==> config.mk <==
export PLATFORM = sky130hd
export DESIGN_NAME = updown_pulse_gen
export DESIGN_NICKNAME = d
export VERILOG_FILES = /design/src/rtl/updown_pulse_gen.sv
export SDC_FILE = /design/constraint.sdc
export NUM_CORES = 1
export LEC_CHECK = 0
export BUFFER_PORTS_ARGS = -buffer_cell sky130_fd_sc_hd__buf_4
export CORE_MARGIN = 2
export CORE_UTILIZATION = 35
export DETAILED_ROUTE_END_ITERATION = 8
export SYNTH_ARGS = -nofsm -noshare
export SYNTH_HDL_FRONTEND = slang
export SYNTH_SLANG_ARGS = --single-unit
==> constraint.sdc <==
create_clock -name clk -period 1.4 [get_ports clk]
set_input_delay 0.28 -clock clk [delete_from_list [all_inputs] [get_ports clk]]
set_output_delay 0.28 -clock clk [all_outputs]
set_load 0.02 [all_outputs]
==> src/rtl/updown_pulse_gen.sv <==
// Two-button front end: per-button synchroniser, debouncer and press/hold/repeat
// FSM, producing mutually exclusive single-cycle increment/decrement pulses.
module updown_pulse_gen #(
  parameter int DEBOUNCE_CYCLES = 16,
  parameter int HOLD_CYCLES     = 64,
  parameter int REPEAT_CYCLES   = 16,
  parameter int CNT_W           = 8
) (
  input  logic clk,
  input  logic reset,
  input  logic btn_up,
  input  logic btn_down,
  input  logic repeat_en,
  output logic increment,
  output logic decrement,
  output logic up_level,
  output logic down_level
);

  typedef enum logic [1:0] {IDLE, HOLD, REPEAT} state_t;

  localparam logic [CNT_W-1:0] DB_LAST   = CNT_W'(DEBOUNCE_CYCLES - 1);
  localparam logic [CNT_W-1:0] HOLD_LAST = CNT_W'(HOLD_CYCLES - 1);
  localparam logic [CNT_W-1:0] REP_LAST  = CNT_W'(REPEAT_CYCLES - 1);
  localparam logic [CNT_W-1:0] CNT_ONE   = CNT_W'(1);

  // Channel 0 is up, channel 1 is down.
  logic [1:0] btn;
  logic [1:0] level;
  logic [1:0] ev;

  assign btn = {btn_down, btn_up};

  genvar gi;
  generate
    for (gi = 0; gi < 2; gi++) begin : g_ch
      logic             sync1_reg;
      logic             sync2_reg;
      logic             level_reg;
      logic [CNT_W-1:0] db_cnt_reg;
      state_t           state_reg;
      state_t           state_next;
      logic [CNT_W-1:0] tmr_reg;
      logic [CNT_W-1:0] tmr_next;
      logic             ev_next;

      always_ff @(posedge clk or negedge reset) begin
        if (!reset) begin
          sync1_reg <= 1'b0;
          sync2_reg <= 1'b0;
        end else begin
          sync1_reg <= btn[gi];
          sync2_reg <= sync1_reg;
        end
      end

      // Any cycle where the synced value agrees with the level restarts the count.
      always_ff @(posedge clk or negedge reset) begin
        if (!reset) begin
          level_reg  <= 1'b0;
          db_cnt_reg <= '0;
        end else if (sync2_reg == level_reg) begin
          db_cnt_reg <= '0;
        end else if (db_cnt_reg == DB_LAST) begin
          level_reg  <= ~level_reg;
          db_cnt_reg <= '0;
        end else begin
          db_cnt_reg <= db_cnt_reg + CNT_ONE;
        end
      end

      always_ff @(posedge clk or negedge reset) begin
        if (!reset) begin
          state_reg <= IDLE;
          tmr_reg   <= '0;
        end else begin
          state_reg <= state_next;
          tmr_reg   <= tmr_next;
        end
      end

      always_comb begin
        state_next = state_reg;
        tmr_next   = tmr_reg + CNT_ONE;
        ev_next    = 1'b0;
        case (state_reg)
          IDLE: begin
            tmr_next = '0;
            if (level_reg) begin
              ev_next    = 1'b1;
              state_next = HOLD;
            end
          end
          HOLD: begin
            if (!level_reg) begin
              state_next = IDLE;
              tmr_next   = '0;
            end else if (!repeat_en) begin
              tmr_next = '0;
            end else if (tmr_reg == HOLD_LAST) begin
              ev_next    = 1'b1;
              state_next = REPEAT;
              tmr_next   = '0;
            end
          end
          REPEAT: begin
            if (!level_reg) begin
              state_next = IDLE;
              tmr_next   = '0;
            end else if (!repeat_en) begin
              state_next = HOLD;
              tmr_next   = '0;
            end else if (tmr_reg == REP_LAST) begin
              ev_next  = 1'b1;
              tmr_next = '0;
            end
          end
          default: begin
            state_next = IDLE;
            tmr_next   = '0;
          end
        endcase
      end

      assign level[gi] = level_reg;
      assign ev[gi]    = ev_next;
    end
  endgenerate

  // A held level on either side locks out the other channel's events.
  always_ff @(posedge clk or negedge reset) begin
    if (!reset) begin
      increment <= 1'b0;
      decrement <= 1'b0;
    end else begin
      increment <= ev[0] & ~ev[1] & ~level[1];
      decrement <= ev[1] & ~ev[0] & ~level[0];
    end
  end

  assign up_level   = level[0];
  assign down_level = level[1];

endmodule
==> metrics.txt <==
status=finished with violations; failing checks=setup timing; 1st-iter DRT viols=83; via count=between 1500 and 2000; commonest cells after routing, fill and taps aside=buf_4, dfrtp_1, nor2_1; leakage=1.31 nW; TritonCTS clock tree=done; RSZ-0062 raised after global routing=yes; clk sinks=44; fmax=0.694 GHz; DR vias/cell=4.97; Final setup viols=13; CTS H-Tree Depth=2; ant diodes=0; slowest CP cell=or4_1; Worst Setup Path Type=flip-flop to flip-flop; drt pass-1 iters=4; Hold WC Path Type=input pin to flip-flop; die width=~83 µm; Post-Syn Area=0.00218 mm²; Tightest Pin Transition=0.553 ns; initial antenna violation count=0; min cycle time layout=1.44 ns; synth top area cells=dfrtp_1, ha_1, nor2_1; Slew Viols, Final=0; Final Wtd Congestion=0.862; CTS Buf Count=5; internal power=0.00187 W; largest net degree at the start of global routing=45; NetSw=0.000547 W; number of buffers and inverters on the critical path=1; HPWL after DPL=~3 mm; Critical Path End Type=flip-flop; Die Area=0.00688 mm²; total track usage=0.134; top_reg_cell synth=dfrtp_1; clk slew on worst S/H paths=0.09 ns; DIE HEIGHT=roughly 83 µm; Final period util=1.03; gr busiest metal=met2; core area=0.00599 mm²; Worst EP arrival=1.68 ns; leading cell type in the layout, fill and taps excluded=buf_4; #FFs+latches synth=44; CTS Buffer Depth=2; peak supply drop=0.000435 V; CP max stage delay=0.53 ns; vias in the first global route=between 1500 and 2000; Final Worst Setup Slack=-0.0415 ns; Remaining Overflow, GRT=0; Final ANT Viol Nets=0; share of power burned in combinational logic=0.047; layout cells sized above 1=0.388; Core Rows=28; PwrDens=814 mW/mm²; num ports=9; Port Buffer Count=8; Sequential Power Share=0.541; Synth Net Count=233; Worst Hold Slack=0.0730 ns; Layout Nets=284; Gate Count Post-Synth=216; Root Driver=clkbuf_8; share of the synthesized area in the top cell type=0.505; Final Hold Vio Count=0; syn_area_per_cell=roughly 10 µm²; # fillers=just over 500; slew margin rel.=0.632; GR Util met1=0.183; drt wl/cell=13.4 µm; area leader, netlist=dfrtp_1; Worst Path Required=1.64 ns; Async SR Flop Fraction=1.00; Synth cell types=32; final worst clock skew=0.00584 ns; Max Cap Viol=0; CP top delay family=simple AND/OR/NAND/NOR gates; pre-CTS setup slack=-0.0955 ns; grt met3 use=0.0298; Worst Path Max Fanout=4; number of synthesized flops with an enable pin=0; part of the Yosys area used for sequential elements=0.505; # DRC=0; P&R area growth vs syn=36.0%; Initial Util=0.364; first-pass GRT wire length=7.51 mm; final WL=4.61 mm; Yosys warning count=0; startpoint types=flip-flop; worst skew pair latency=0.31 ns; sw frac=0.227; crit-path cells=buf_4 > ha_2 > or4_1 > nand3_1; Clk pwr share=0.412; GR Util met2=0.207
## metrics by stage
stage                     power, W  utilization  TNS [ns]  instance area, µm²  cells
after floorplan            0.00137            -    -0.127                2220    216
after global placement     0.00143        0.431    -0.851                2580    327
after detailed placement   0.00143        0.431     -1.05                2580    327
after CTS                  0.00243        0.477    -0.393                2860    342
after global routing       0.00251        0.495     -1.47                2970    343
final                      0.00241        0.495    -0.239                2970    343
## final cells by class
| type | count | area [µm²] | share of cell area |
|---|---|---|---|
| well taps | 75 | 93.8 | 0.0316 |
| repair buffers | 46 | 355 | 0.120 |
| multi-input cells | 162 | 1270 | 0.428 |
| inverters | 8 | 30.0 | 0.0101 |
| clock inverters | 3 | 42.5 | 0.0143 |
| clock buffers | 5 | 68.8 | 0.0232 |
| flip-flops and latches | 44 | 1110 | 0.373 |
## Yosys cell counts, types with 2 or more instances
cell and number:
dfrtp_1 44, nor2_1 33, nand2_1 14, xor2_1 13, ha_1 12, xnor2_1 12
and3_1 11, nand3_1 11, o21ai_0 10, inv_1 8, a31oi_1 4, and2_1 4
nand4_1 4, nor3_1 4, a21oi_1 3, nor4_1 3, o2111ai_1 3, a41oi_1 2
and4_1 2, buf_2 2, mux2_2 2, nand2b_1 2, nor2b_1 2, or2_2 2
or4_1 2
## worst paths after layout
path | startpoint | endpoint | slack (ns) | depth (start not counted)
max | g_ch[1].state_reg[0]$_DFFE_PN0P_ | g_ch[1].state_reg[1]$_DFFE_PN0P_ | -0.04 | 4
min | btn_down | g_ch[1].sync1_reg$_DFF_PN0_ | 0.07 | 1
max reg2reg | g_ch[1].state_reg[0]$_DFFE_PN0P_ | g_ch[1].state_reg[1]$_DFFE_PN0P_ | -0.04 | 4
min reg2reg | g_ch[1].sync1_reg$_DFF_PN0_ | g_ch[1].sync2_reg$_DFF_PN0_ | 0.36 | 0
max in group asynchronous | reset | g_ch[1].state_reg[0]$_DFFE_PN0P_ | 0.49 | 2
min in group asynchronous | reset | g_ch[0].db_cnt_reg[5]$_DFF_PN0_ | 0.51 | 2
## cell families after synthesis
logic type,after synthesis,synth area share
buffers and inverters,10,0.0183
xor gates and xnor gates,25,0.100
adders and majority gates,12,0.0688
DFF,44,0.505
and+or+nand+nor,97,0.222
muxes,2,0.0103
AOI/OAI and AO/OA,26,0.0757
## power by group through the flow
| stage | combinational (W) | clock (W) | sequential (W) |
|---|---|---|---|
| final | 0.000113 | 0.000995 | 0.00131 |
| after global routing | 0.000128 | 0.00107 | 0.00131 |
| after CTS | 0.000109 | 0.00101 | 0.00131 |
| after detailed placement | 0.0000972 | 0 | 0.00133 |
| after global placement | 0.0000972 | 0 | 0.00133 |
| after floorplan | 0.0000415 | 0 | 0.00133 |
## what timing repair did
action / in CTS / in global routing
gates resized for setup: 29 / 22
hold endpoints to repair: 44 / 0
gates cloned: 0 / 0
endpoints found under the setup margin: 16 / 27
hold buffers: 1 / 0
pin swaps: 18 / 8
setup buffers: 7 / 2
## layer usage
layer | vias to the layer above | wire length (µm)
li1 | 857 | -
met1 | 822 | 2300
met2 | 16 | 2110
met3 | 10 | 110
met4 | 0 | 82
met5 | - | 0
Note: power is estimated with default switching activity, not from simulation.
